==> src/rtl/pipe_ctrl_pkg.sv <==
// Shared types for the pipeline sequencer: FSM states, the packed control word and its two base values.
package pipe_ctrl_pkg;

  localparam int REG_ADDR_W = 5;
  localparam int BUB_CNT_W  = 2;

  typedef enum logic [2:0] {
    RUN,
    DWAIT,
    IWAIT,
    IDROP,
    BUBBLE
  } pipe_ctrl_state_t;

  typedef struct packed {
    logic pc_en;
    logic if_id_en;
    logic id_ex_en;
    logic ex_mm_en;
    logic mm_wb_en;
    logic if_id_flush;
    logic id_ex_bubble;
    logic hold;
  } pipe_ctrl_t;

  localparam pipe_ctrl_t CTRL_ADVANCE = '{
    pc_en: 1'b1, if_id_en: 1'b1, id_ex_en: 1'b1, ex_mm_en: 1'b1, mm_wb_en: 1'b1,
    if_id_flush: 1'b0, id_ex_bubble: 1'b0, hold: 1'b0
  };

  localparam pipe_ctrl_t CTRL_FREEZE = '{
    pc_en: 1'b0, if_id_en: 1'b0, id_ex_en: 1'b0, ex_mm_en: 1'b0, mm_wb_en: 1'b0,
    if_id_flush: 1'b0, id_ex_bubble: 1'b0, hold: 1'b1
  };

endpackage

==> src/rtl/pipe_ctrl_if.sv <==
// Handshake bundle between the pipeline stage registers (master) and the sequencer (slave).
interface pipe_ctrl_if import pipe_ctrl_pkg::*; ();

  logic                  imem_resp;
  logic                  dmem_req;
  logic                  dmem_resp;
  logic                  id_valid;
  logic [REG_ADDR_W-1:0] id_rs1_s;
  logic [REG_ADDR_W-1:0] id_rs2_s;
  logic                  id_use_rs1;
  logic                  id_use_rs2;
  logic                  ex_valid;
  logic                  ex_is_load;
  logic [REG_ADDR_W-1:0] ex_rd_s;
  logic                  ex_redirect;

  logic pc_en;
  logic if_id_en;
  logic id_ex_en;
  logic ex_mm_en;
  logic mm_wb_en;
  logic if_id_flush;
  logic id_ex_bubble;
  logic hold;
  logic use_rd;

  modport master (
    output imem_resp, dmem_req, dmem_resp, id_valid, id_rs1_s, id_rs2_s,
           id_use_rs1, id_use_rs2, ex_valid, ex_is_load, ex_rd_s, ex_redirect,
    input  pc_en, if_id_en, id_ex_en, ex_mm_en, mm_wb_en, if_id_flush,
           id_ex_bubble, hold, use_rd
  );

  modport slave (
    input  imem_resp, dmem_req, dmem_resp, id_valid, id_rs1_s, id_rs2_s,
           id_use_rs1, id_use_rs2, ex_valid, ex_is_load, ex_rd_s, ex_redirect,
    output pc_en, if_id_en, id_ex_en, ex_mm_en, mm_wb_en, if_id_flush,
           id_ex_bubble, hold, use_rd
  );

endinterface

==> src/rtl/pipe_ctrl_hazard_detect.sv <==
// Combinational load-use hazard detection and the EX forwarding qualifier.
module hazard_detect import pipe_ctrl_pkg::*; (
  input  logic                  id_valid,
  input  logic [REG_ADDR_W-1:0] id_rs1_s,
  input  logic [REG_ADDR_W-1:0] id_rs2_s,
  input  logic                  id_use_rs1,
  input  logic                  id_use_rs2,
  input  logic                  ex_valid,
  input  logic                  ex_is_load,
  input  logic [REG_ADDR_W-1:0] ex_rd_s,
  output logic                  hz,
  output logic                  use_rd
);

  logic ex_load;
  logic rs1_hit;
  logic rs2_hit;

  assign ex_load = ex_valid & ex_is_load;
  assign rs1_hit = id_use_rs1 & (id_rs1_s == ex_rd_s);
  assign rs2_hit = id_use_rs2 & (id_rs2_s == ex_rd_s);

  // x0 is never a real producer, so a load targeting it cannot cause a hazard
  assign hz     = id_valid & ex_load & (ex_rd_s != '0) & (rs1_hit | rs2_hit);
  assign use_rd = ~ex_load;

endmodule

==> src/rtl/pipe_ctrl.sv <==
// Pipeline sequencer: stage enables, flush/bubble, PC enable, hold and use_rd.
// Define PIPE_CTRL_PERF_EN to add saturating stall/bubble/redirect counters.
module pipe_ctrl import pipe_ctrl_pkg::*; #(
  parameter int LU_BUBBLES = 1
`ifdef PIPE_CTRL_PERF_EN
  , parameter int CNT_W    = 32
`endif
) (
  input  logic             clk,
  input  logic             rst,
  pipe_ctrl_if.slave       bus
`ifdef PIPE_CTRL_PERF_EN
  , output logic [CNT_W-1:0] cnt_dstall
  , output logic [CNT_W-1:0] cnt_istall
  , output logic [CNT_W-1:0] cnt_bubble
  , output logic [CNT_W-1:0] cnt_flush
`endif
);

  localparam logic [BUB_CNT_W-1:0] BUB_LOAD = BUB_CNT_W'(LU_BUBBLES - 1);

  pipe_ctrl_state_t      state_q, state_d;
  logic [BUB_CNT_W-1:0]  bub_q, bub_d;
  pipe_ctrl_t            ctrl;
  logic                  hz;
  logic                  use_rd_raw;
  logic                  dmem_busy;

  hazard_detect u_hazard_detect (
    .id_valid   (bus.id_valid),
    .id_rs1_s   (bus.id_rs1_s),
    .id_rs2_s   (bus.id_rs2_s),
    .id_use_rs1 (bus.id_use_rs1),
    .id_use_rs2 (bus.id_use_rs2),
    .ex_valid   (bus.ex_valid),
    .ex_is_load (bus.ex_is_load),
    .ex_rd_s    (bus.ex_rd_s),
    .hz         (hz),
    .use_rd     (use_rd_raw)
  );

  always_ff @(posedge clk or negedge rst) begin
    if (!rst) begin
      state_q <= RUN;
      bub_q   <= '0;
    end else begin
      state_q <= state_d;
      bub_q   <= bub_d;
    end
  end

  // Once in DWAIT the request is already accepted; only the response ends the stall
  assign dmem_busy = (state_q == DWAIT) ? ~bus.dmem_resp : (bus.dmem_req & ~bus.dmem_resp);

  always_comb begin
    state_d = state_q;
    bub_d   = bub_q;
    ctrl    = CTRL_ADVANCE;
    unique case (state_q)
      RUN, DWAIT: begin
        if (dmem_busy) begin
          ctrl    = CTRL_FREEZE;
          state_d = DWAIT;
        end else if (bus.ex_redirect) begin
          ctrl.if_id_flush  = 1'b1;
          ctrl.id_ex_bubble = 1'b1;
          state_d           = bus.imem_resp ? RUN : IDROP;
        end else if (!bus.imem_resp) begin
          ctrl.pc_en       = 1'b0;
          ctrl.if_id_flush = 1'b1;
          state_d          = IWAIT;
        end else if (hz) begin
          ctrl.pc_en        = 1'b0;
          ctrl.if_id_en     = 1'b0;
          ctrl.id_ex_bubble = 1'b1;
          bub_d             = BUB_LOAD;
          state_d           = (BUB_LOAD != '0) ? BUBBLE : RUN;
        end else begin
          state_d = RUN;
        end
      end
      BUBBLE: begin
        ctrl.pc_en        = 1'b0;
        ctrl.if_id_en     = 1'b0;
        ctrl.id_ex_bubble = 1'b1;
        bub_d             = (bub_q != '0) ? bub_q - 1'b1 : '0;
        if (bub_q <= BUB_CNT_W'(1)) state_d = RUN;
      end
      IWAIT: begin
        if (bus.ex_redirect) begin
          ctrl.if_id_flush  = 1'b1;
          ctrl.id_ex_bubble = 1'b1;
          state_d           = bus.imem_resp ? RUN : IDROP;
        end else if (bus.imem_resp) begin
          state_d = RUN;
        end else begin
          ctrl.pc_en       = 1'b0;
          ctrl.if_id_flush = 1'b1;
        end
      end
      IDROP: begin
        ctrl.pc_en       = 1'b0;
        ctrl.if_id_flush = 1'b1;
        if (bus.imem_resp) state_d = IWAIT;
      end
      default: begin
        state_d = RUN;
        bub_d   = '0;
      end
    endcase
    if (!rst) ctrl = CTRL_FREEZE;
  end

  assign bus.pc_en        = ctrl.pc_en;
  assign bus.if_id_en     = ctrl.if_id_en;
  assign bus.id_ex_en     = ctrl.id_ex_en;
  assign bus.ex_mm_en     = ctrl.ex_mm_en;
  assign bus.mm_wb_en     = ctrl.mm_wb_en;
  assign bus.if_id_flush  = ctrl.if_id_flush;
  assign bus.id_ex_bubble = ctrl.id_ex_bubble;
  assign bus.hold         = ctrl.hold;
  assign bus.use_rd       = rst ? use_rd_raw : 1'b1;

`ifdef PIPE_CTRL_PERF_EN
  logic [CNT_W-1:0] cnt_dstall_q, cnt_dstall_d;
  logic [CNT_W-1:0] cnt_istall_q, cnt_istall_d;
  logic [CNT_W-1:0] cnt_bubble_q, cnt_bubble_d;
  logic [CNT_W-1:0] cnt_flush_q,  cnt_flush_d;

  // A bubble without a flush is load-use; bubble plus flush is an applied redirect
  always_comb begin
    cnt_dstall_d = cnt_dstall_q;
    cnt_istall_d = cnt_istall_q;
    cnt_bubble_d = cnt_bubble_q;
    cnt_flush_d  = cnt_flush_q;
    if (state_q == DWAIT && cnt_dstall_q != '1)
      cnt_dstall_d = cnt_dstall_q + CNT_W'(1);
    if ((state_q == IWAIT || state_q == IDROP) && cnt_istall_q != '1)
      cnt_istall_d = cnt_istall_q + CNT_W'(1);
    if (ctrl.id_ex_bubble && !ctrl.if_id_flush && cnt_bubble_q != '1)
      cnt_bubble_d = cnt_bubble_q + CNT_W'(1);
    if (ctrl.id_ex_bubble && ctrl.if_id_flush && cnt_flush_q != '1)
      cnt_flush_d = cnt_flush_q + CNT_W'(1);
  end

  always_ff @(posedge clk or negedge rst) begin
    if (!rst) begin
      cnt_dstall_q <= '0;
      cnt_istall_q <= '0;
      cnt_bubble_q <= '0;
      cnt_flush_q  <= '0;
    end else begin
      cnt_dstall_q <= cnt_dstall_d;
      cnt_istall_q <= cnt_istall_d;
      cnt_bubble_q <= cnt_bubble_d;
      cnt_flush_q  <= cnt_flush_d;
    end
  end

  assign cnt_dstall = cnt_dstall_q;
  assign cnt_istall = cnt_istall_q;
  assign cnt_bubble = cnt_bubble_q;
  assign cnt_flush  = cnt_flush_q;
`endif

endmodule

==> src/flat_wrapper.sv <==
// flat-port wrapper written by rule: the top's interface ports become plain ports
module pipe_ctrl_flat import pipe_ctrl_pkg::*;
#(
  parameter int LU_BUBBLES = 1

)
  (clk, rst, bus_imem_resp, bus_dmem_req, bus_dmem_resp, bus_id_valid, bus_id_rs1_s, bus_id_rs2_s, bus_id_use_rs1, bus_id_use_rs2, bus_ex_valid, bus_ex_is_load, bus_ex_rd_s, bus_ex_redirect, bus_pc_en, bus_if_id_en, bus_id_ex_en, bus_ex_mm_en, bus_mm_wb_en, bus_if_id_flush, bus_id_ex_bubble, bus_hold, bus_use_rd);
  pipe_ctrl_if bus_i ();
  input  logic clk;
  input  logic rst;
  input wire logic [$bits(bus_i.imem_resp)-1:0] bus_imem_resp;
  input wire logic [$bits(bus_i.dmem_req)-1:0] bus_dmem_req;
  input wire logic [$bits(bus_i.dmem_resp)-1:0] bus_dmem_resp;
  input wire logic [$bits(bus_i.id_valid)-1:0] bus_id_valid;
  input wire logic [$bits(bus_i.id_rs1_s)-1:0] bus_id_rs1_s;
  input wire logic [$bits(bus_i.id_rs2_s)-1:0] bus_id_rs2_s;
  input wire logic [$bits(bus_i.id_use_rs1)-1:0] bus_id_use_rs1;
  input wire logic [$bits(bus_i.id_use_rs2)-1:0] bus_id_use_rs2;
  input wire logic [$bits(bus_i.ex_valid)-1:0] bus_ex_valid;
  input wire logic [$bits(bus_i.ex_is_load)-1:0] bus_ex_is_load;
  input wire logic [$bits(bus_i.ex_rd_s)-1:0] bus_ex_rd_s;
  input wire logic [$bits(bus_i.ex_redirect)-1:0] bus_ex_redirect;
  output wire logic [$bits(bus_i.pc_en)-1:0] bus_pc_en;
  output wire logic [$bits(bus_i.if_id_en)-1:0] bus_if_id_en;
  output wire logic [$bits(bus_i.id_ex_en)-1:0] bus_id_ex_en;
  output wire logic [$bits(bus_i.ex_mm_en)-1:0] bus_ex_mm_en;
  output wire logic [$bits(bus_i.mm_wb_en)-1:0] bus_mm_wb_en;
  output wire logic [$bits(bus_i.if_id_flush)-1:0] bus_if_id_flush;
  output wire logic [$bits(bus_i.id_ex_bubble)-1:0] bus_id_ex_bubble;
  output wire logic [$bits(bus_i.hold)-1:0] bus_hold;
  output wire logic [$bits(bus_i.use_rd)-1:0] bus_use_rd;
  assign bus_i.imem_resp = bus_imem_resp;
  assign bus_i.dmem_req = bus_dmem_req;
  assign bus_i.dmem_resp = bus_dmem_resp;
  assign bus_i.id_valid = bus_id_valid;
  assign bus_i.id_rs1_s = bus_id_rs1_s;
  assign bus_i.id_rs2_s = bus_id_rs2_s;
  assign bus_i.id_use_rs1 = bus_id_use_rs1;
  assign bus_i.id_use_rs2 = bus_id_use_rs2;
  assign bus_i.ex_valid = bus_ex_valid;
  assign bus_i.ex_is_load = bus_ex_is_load;
  assign bus_i.ex_rd_s = bus_ex_rd_s;
  assign bus_i.ex_redirect = bus_ex_redirect;
  assign bus_pc_en = bus_i.pc_en;
  assign bus_if_id_en = bus_i.if_id_en;
  assign bus_id_ex_en = bus_i.id_ex_en;
  assign bus_ex_mm_en = bus_i.ex_mm_en;
  assign bus_mm_wb_en = bus_i.mm_wb_en;
  assign bus_if_id_flush = bus_i.if_id_flush;
  assign bus_id_ex_bubble = bus_i.id_ex_bubble;
  assign bus_hold = bus_i.hold;
  assign bus_use_rd = bus_i.use_rd;
  pipe_ctrl #(.LU_BUBBLES(LU_BUBBLES)) u_core (.clk(clk), .rst(rst), .bus(bus_i));
endmodule
==> config.mk <==
export PLATFORM = sky130hd
export DESIGN_NAME = pipe_ctrl_flat
export DESIGN_NICKNAME = d
export VERILOG_FILES = /design/src/rtl/pipe_ctrl_pkg.sv /design/src/rtl/pipe_ctrl_if.sv /design/src/rtl/pipe_ctrl_hazard_detect.sv /design/src/rtl/pipe_ctrl.sv /design/src/flat_wrapper.sv
export SDC_FILE = /design/constraint.sdc
export NUM_CORES = 1
export LEC_CHECK = 0
export CAP_MARGIN = 20
export CORE_AREA = 2 2 39 41
export CTS_CLUSTER_DIAMETER = 40
export DETAILED_ROUTE_END_ITERATION = 7
export DIE_AREA = 0 0 41 43
export PLACE_DENSITY = 0.81
export SETUP_SLACK_MARGIN = 0.3
export SLEW_MARGIN = 20
export SYNTH_ARGS = -nofsm -noshare
export SYNTH_HDL_FRONTEND = slang
export SYNTH_SLANG_ARGS = --single-unit
==> constraint.sdc <==
create_clock -name clk -period 3.2 [get_ports clk]
set_input_delay 0.8 -clock clk [delete_from_list [all_inputs] [get_ports clk]]
set_output_delay 0.8 -clock clk [all_outputs]
set_load 0.005 [all_outputs]
==> impl_metrics.csv, run 1 <==
group,metric,value,unit
floorplanning,die_h,43,µm
global_route,grtUsageMet1,16.03,%
clock_tree,cts-buffers-inserted,3,
yosys,synth_fp_nets,72,
final_layout,fin_util,57.59,%
floorplanning,ioPinCount,35,
yosys,synth_largest_area_cell,"xnor2_1",
detailed_routing,vias,494,
setup_path,arrival,2.09,ns
setup_path,endpoint_kind,"primary output",
power_and_ir_drop,p_per_area,250.2,nW/µm²
final_layout,largestRegisters,"u_core.state_q (2)",
yosys,synth_mux_area_share,0,%
run,cap_viol_max_count,0,
detailed_routing,drt-pass1-iter-count,3,
yosys,syn_avg_cell_area,7.290,µm²
final_layout,largest_register_ff_count,2,
outcome,status,"completed",
yosys,yosysMostFrequentCell,"xnor2_1",
detailed_routing,ant_nets,0,
final_layout,fill_cells,142,
yosys,synth.area.top_cells,"xnor2_1, dfrtp_1, nand2_1",
final_layout,top_register,"u_core.state_q",
final_layout,n_antenna_cell,0,
yosys,synth_cell_types,20,
detailed_routing,drc,0,
sta,fin_worst_hold_slack,0.6212,ns
clock_tree,cts_hold_buf,0,
yosys,ys_seq_area_share,14.93,%
place,dp_slack,-0.4260,ns
final_layout,area_growth,137.7,%
global_route,grt_pass1_wl,2007,µm
final_layout,fin_nets,119,
floorplanning,core_region_area,1384,µm²
sta,fmax,345.7,MHz
sta,finalSetupTns,0,ns
sta,rsz0062_at_grt,"yes",
clock_tree,clock_latency,0.23,ns
global_route,grt_usage,17.25,%
yosys,ys_ff_latch,2,
global_route,use_met3,5.759,%
yosys,syn_inst,46,
global_route,grt_pass1_vias,535,
sta,setup_viol,0,
yosys,synth.top_cell.area_share,26.12,%
sta,worst_slack,0.3073,ns
sta,maxSlewHeadroom,76.89,%
yosys,yosysWarnings,0,
power_and_ir_drop,peakVddDrop,231.4,µV
sta,drv_slew,0,
global_route,grt_max_degree,9,
clock_tree,cts_htree_levels,1,
detailed_routing,wire_per_inst,11.67,µm
sta,timing.final.crit_share,90.40,%
global_route,busiest_layer,"met2",
clock_tree,clkSlewWorstSetupHoldPaths,0.03,ns
final_layout,drive_gt1_share,29.67,%
clock_tree,clock-root-buffer,"clkbuf_4",
detailed_routing,dr.first_iter.drc_count,6,
final_layout,layoutNonFillerInstCount,107,
sta,worst_pin_slew,0.3430,ns
place,dp_hpwl,978.1,µm
place,dp.cells,101,
yosys,synth-simple-area-share,24.63,%
yosys,synth_top_family_by_area,"compound AO/OA/AOI/OAI gates",
setup_path,cp_max_fo,3,
sta,skew,0.005413,ns
global_route,antenna_found_initial,0,
global_route,overflow,0,
yosys,synthXorXnorAreaFrac,26.12,%
yosys,ys_async_sr_fraction,100.0,%
floorplanning,start_util,24.23,%
setup_path,required,2.40,ns
detailed_routing,drt-total-wl,1249,µm
place,portBuffers,34,
sta,final.min_clock_period,2.893,ns
worst_hold_path,hold_class,"reg -> reg",
yosys,synth_compound_area_share,26.49,%
yosys,syn-cell-area,335.3,µm²
floorplanning,die_w,41,µm
clock_tree,cts_tree,"yes",
setup_path,startpoint_type,"input pin",
yosys,synth-edff-count,0,
yosys,synth_top_flop_cell,"dfrtp_1",
setup_path,critical_path_class,"in -> out",
place,gp_congestion,0.7930,
yosys,synth_fa_ha_area_share,0,%
floorplanning,rows,14,
clock_tree,cts_buffer_depth,2,
global_route,grtUsageMet2,30.94,%
floorplanning,dieArea,1763,µm²
sta,hold_violations,0,
clock_tree,cts_sinks,2,
yosys,synth_common_cells,"xnor2_1, nand2_1, a21oi_1, inv_1, o21ai_0",
power_and_ir_drop,p_leak,0.3600,nW
detailed_routing,viasPerCell,4.617,
cell type report:
type	count	area [µm²]	share of cell area, %
Timing Repair Buffer	44	395.4	49.61
Multi-Input combinational cell	39	297.8	37.36
Sequential cell	2	50.05	6.279
Clock buffer	3	22.52	2.826
Tap cell	16	20.02	2.512
Inverter	3	11.26	1.413
critical path, cell delays in order:
cell and delay (ns):
buf_6 0.10, or4_4 0.53, o2111ai_4 0.22, nor3_2 0.06, a32o_2 0.25, buf_2 0.13
worst paths after layout:
kind,start,to,slack (ns),cells past startpoint
max,bus_ex_rd_s[0],bus_id_ex_bubble,0.31,6
min,u_core.state_q[0]$_DFFE_PN0P_,u_core.state_q[1]$_DFFE_PN0P_,0.62,2
max reg2reg,u_core.state_q[0]$_DFFE_PN0P_,u_core.state_q[0]$_DFFE_PN0P_,2.15,4
min reg2reg,u_core.state_q[0]$_DFFE_PN0P_,u_core.state_q[1]$_DFFE_PN0P_,0.62,2
max in group asynchronous,rst,u_core.state_q[0]$_DFFE_PN0P_,2.17,2
min in group asynchronous,rst,u_core.state_q[1]$_DFFE_PN0P_,0.93,2
through the flow:
stage                     power, mW  area [µm²]
after floorplan             0.07203       335.3
after CTS                    0.2006       784.5
after global placement       0.1363       733.2
final                        0.1994       797.0
after detailed placement     0.1378       733.2
after global routing         0.2177       797.0
per-layer routing:
layer | wire length [µm] | part of all wire (%) | vias up
met5 | 0 | 0 | -
met4 | 20 | 1.6 | 0
met3 | 108 | 8.6 | 4
met2 | 652 | 52 | 25
met1 | 468 | 37 | 209
li1 | - | - | 256
cells by family (layout without fill, tap and decap cells):
logic type,count (synthesis),in the layout
and+or+nand+nor,16,16
AOI/OAI and AO/OA,13,13
xor gates and xnor gates,10,10
buffers and inverters,5,50
DFF,2,2
layout by cell type, fill, tap and decap left out, types with 2 or more instances in the layout:
| cell type | Yosys | routed |
|---|---|---|
| a21oi_1 | 3 | 3 |
| buf_2 | 0 | 5 |
| buf_4 | 2 | 9 |
| buf_6 | 0 | 2 |
| clkbuf_4 | 0 | 3 |
| clkdlybuf4s50_1 | 0 | 21 |
| dfrtp_1 | 2 | 2 |
| dlygate4sd2_1 | 0 | 4 |
| dlymetal6s2s_1 | 0 | 2 |
| inv_1 | 3 | 3 |
| nand2_1 | 7 | 7 |
| nand4_1 | 2 | 2 |
| o21ai_0 | 3 | 2 |
| xnor2_1 | 10 | 10 |
where the power goes:
| group | internal (mW) | total [mW] | switching, mW |
|---|---|---|---|
| clock network | 0.0415 | 0.0575 | 0.0160 |
| registers | 0.0291 | 0.0366 | 0.00748 |
| logic | 0.0664 | 0.105 | 0.0390 |
what timing repair did:
action	CTS	global route
cloned	0	0
gates resized for setup	40	3
pin swaps	8	3
hold endpoints to repair	0	0
buffers inserted	3	0
setup endpoints to repair	8	5
Note: power is estimated with default switching activity, not from simulation.
==> run 2, diff against run 1 <==
--- a/config.mk
+++ b/config.mk
@@ -10,6 +10,7 @@
 export CTS_CLUSTER_DIAMETER = 40
 export DETAILED_ROUTE_END_ITERATION = 7
 export DIE_AREA = 0 0 41 43
+export MAX_ROUTING_LAYER = met4
 export PLACE_DENSITY = 0.81
 export SETUP_SLACK_MARGIN = 0.3
 export SLEW_MARGIN = 20
==> run 2 against run 1 <==
- clock power about the same
- non-clock buffer count unchanged
- final area unchanged
- cell count stayed put
- critical endpoint unchanged
- highest routed layer unchanged
==> impl_metrics.csv, run 2 (same netlist as run 1, synthesis figures left out) <==
group,metric,value,unit
sta,worst_slack,0.3073,ns
sta,worst_pin_slew,0.3430,ns
power_and_ir_drop,peakVddDrop,231.5,µV
floorplanning,rows,14,
place,portBuffers,34,
final_layout,top_register,"u_core.state_q",
sta,rsz0062_at_grt,"yes",
sta,fin_worst_hold_slack,0.6212,ns
detailed_routing,vias,494,
global_route,overflow,0,
power_and_ir_drop,power.total,0.1995,mW
detailed_routing,drt-total-wl,1249,µm
floorplanning,ioPinCount,35,
sta,finalSetupTns,0,ns
final_layout,drive_gt1_share,29.67,%
clock_tree,cts_buffer_depth,2,
sta,hold_violations,0,
place,placed_area,733.2,µm²
clock_tree,clock-root-buffer,"clkbuf_4",
sta,timing.final.crit_share,90.40,%
detailed_routing,drc,0,
worst_hold_path,hold_class,"reg -> reg",
setup_path,endpoint_kind,"primary output",
setup_path,reg2reg_setup_slack,2.15,ns
setup_path,setup.worst_path.start,"bus_ex_rd_s[0]",
worst_hold_path,min_from,"u_core.state_q[0]$_DFFE_PN0P_",
place,dp.cells,101,
detailed_routing,drt-pass1-iter-count,3,
run,cap_viol_max_count,0,
setup_path,required,2.40,ns
sta,fmax,345.7,MHz
place,dp_hpwl,978.1,µm
setup_path,startpoint_type,"input pin",
floorplanning,start_util,24.23,%
sta,final.min_clock_period,2.893,ns
floorplanning,die_h,43,µm
final_layout,fin_util,57.59,%
clock_tree,clock_latency,0.23,ns
final_layout,final_common_cell,"clkdlybuf4s50_1",
sta,drv_slew,0,
detailed_routing,viasPerCell,4.617,
final_layout,n_antenna_cell,0,
final_layout,area_growth,137.7,%
setup_path,r2r_start,"u_core.state_q[0]$_DFFE_PN0P_",
final_layout,fin_area,797.0,µm²
clock_tree,cts-buffers-inserted,3,
setup_path,cp_max_fo,3,
sta,setup_viol,0,
outcome,status,"completed",
place,gp_congestion,0.8042,
place,dp_slack,-0.4260,ns
final_layout,layoutNonFillerInstCount,107,
final_layout,fin_nets,119,
final_layout,largest_register_ff_count,2,
floorplanning,core_region_area,1384,µm²
global_route,grt_pass1_vias,536,
final_layout,largestRegisters,"u_core.state_q (2)",
floorplanning,die_w,41,µm
global_route,grt_usage,17.68,%
clock_tree,clkSlewWorstSetupHoldPaths,0.03,ns
global_route,grt_max_degree,9,
detailed_routing,dr.first_iter.drc_count,6,
final_layout,fill_cells,142,
final_layout,mostFrequentLayoutCells,"clkdlybuf4s50_1, xnor2_1, buf_4, nand2_1, buf_2",
floorplanning,dieArea,1763,µm²
setup_path,critical_path_class,"in -> out",
clock_tree,cts_tree,"yes",
detailed_routing,ant_nets,0,
power_and_ir_drop,p_leak,0.3600,nW
global_route,antenna_found_initial,0,
clock_tree,cts_htree_levels,1,
sta,maxSlewHeadroom,76.89,%
setup_path,arrival,2.09,ns
sta,skew,0.005408,ns
final_layout,multi_input_area,297.8,µm²
global_route,grt_pass1_wl,2007,µm
power_and_ir_drop,p_per_area,250.3,nW/µm²
final_layout,ff_latch_area,50.05,µm²
detailed_routing,wire_per_inst,11.67,µm
clock_tree,cts_sinks,2,
run 2: final timing paths:
| kind | end | cells after the start |
|---|---|---|
| max | bus_id_ex_bubble | 6 |
| min | u_core.state_q[1]$_DFFE_PN0P_ | 2 |
| min reg2reg | u_core.state_q[1]$_DFFE_PN0P_ | 2 |
| max in group asynchronous | u_core.state_q[0]$_DFFE_PN0P_ | 2 |
| max reg2reg | u_core.state_q[0]$_DFFE_PN0P_ | 4 |
| min in group asynchronous | u_core.state_q[1]$_DFFE_PN0P_ | 2 |
run 2: timing repair:
item                       CTS  global route
hold buffers                 0             0
setup endpoints to repair    8             5
setup buffers                3             0
pin swaps                    8             3
resized for setup           40             3
run 2: worst max-delay path, stage by stage:
cell and delay (ns):
buf_6 0.10, or4_4 0.53, o2111ai_4 0.22, nor3_2 0.06, a32o_2 0.25, buf_2 0.13
run 2: cell type report:
cell class	instances	share of cell area, %
multi-input combinational	39	37.36
tap	16	2.512
sequential	2	6.279
inverter	3	1.413
timing repair buffer	44	49.61
clock buffer	3	2.826
run 2: metal layers:
layer | part of all wire (%) | vias to the layer above | wire, µm | track usage (%)
li1 | - | 256 | - | -
met1 | 38 | 209 | 473 | 16.35
met2 | 52 | 25 | 652 | 30.94
met3 | 8.2 | 4 | 103 | 5.236
met4 | 1.6 | 0 | 20 | 8.000
met5 | 0 | - | 0 | -
run 2: report_power, final:
group          internal [mW]  total [mW]  switching (mW)
Clock                 0.0415      0.0575          0.0160
Combinational         0.0664       0.105          0.0391
Sequential            0.0291      0.0366         0.00748
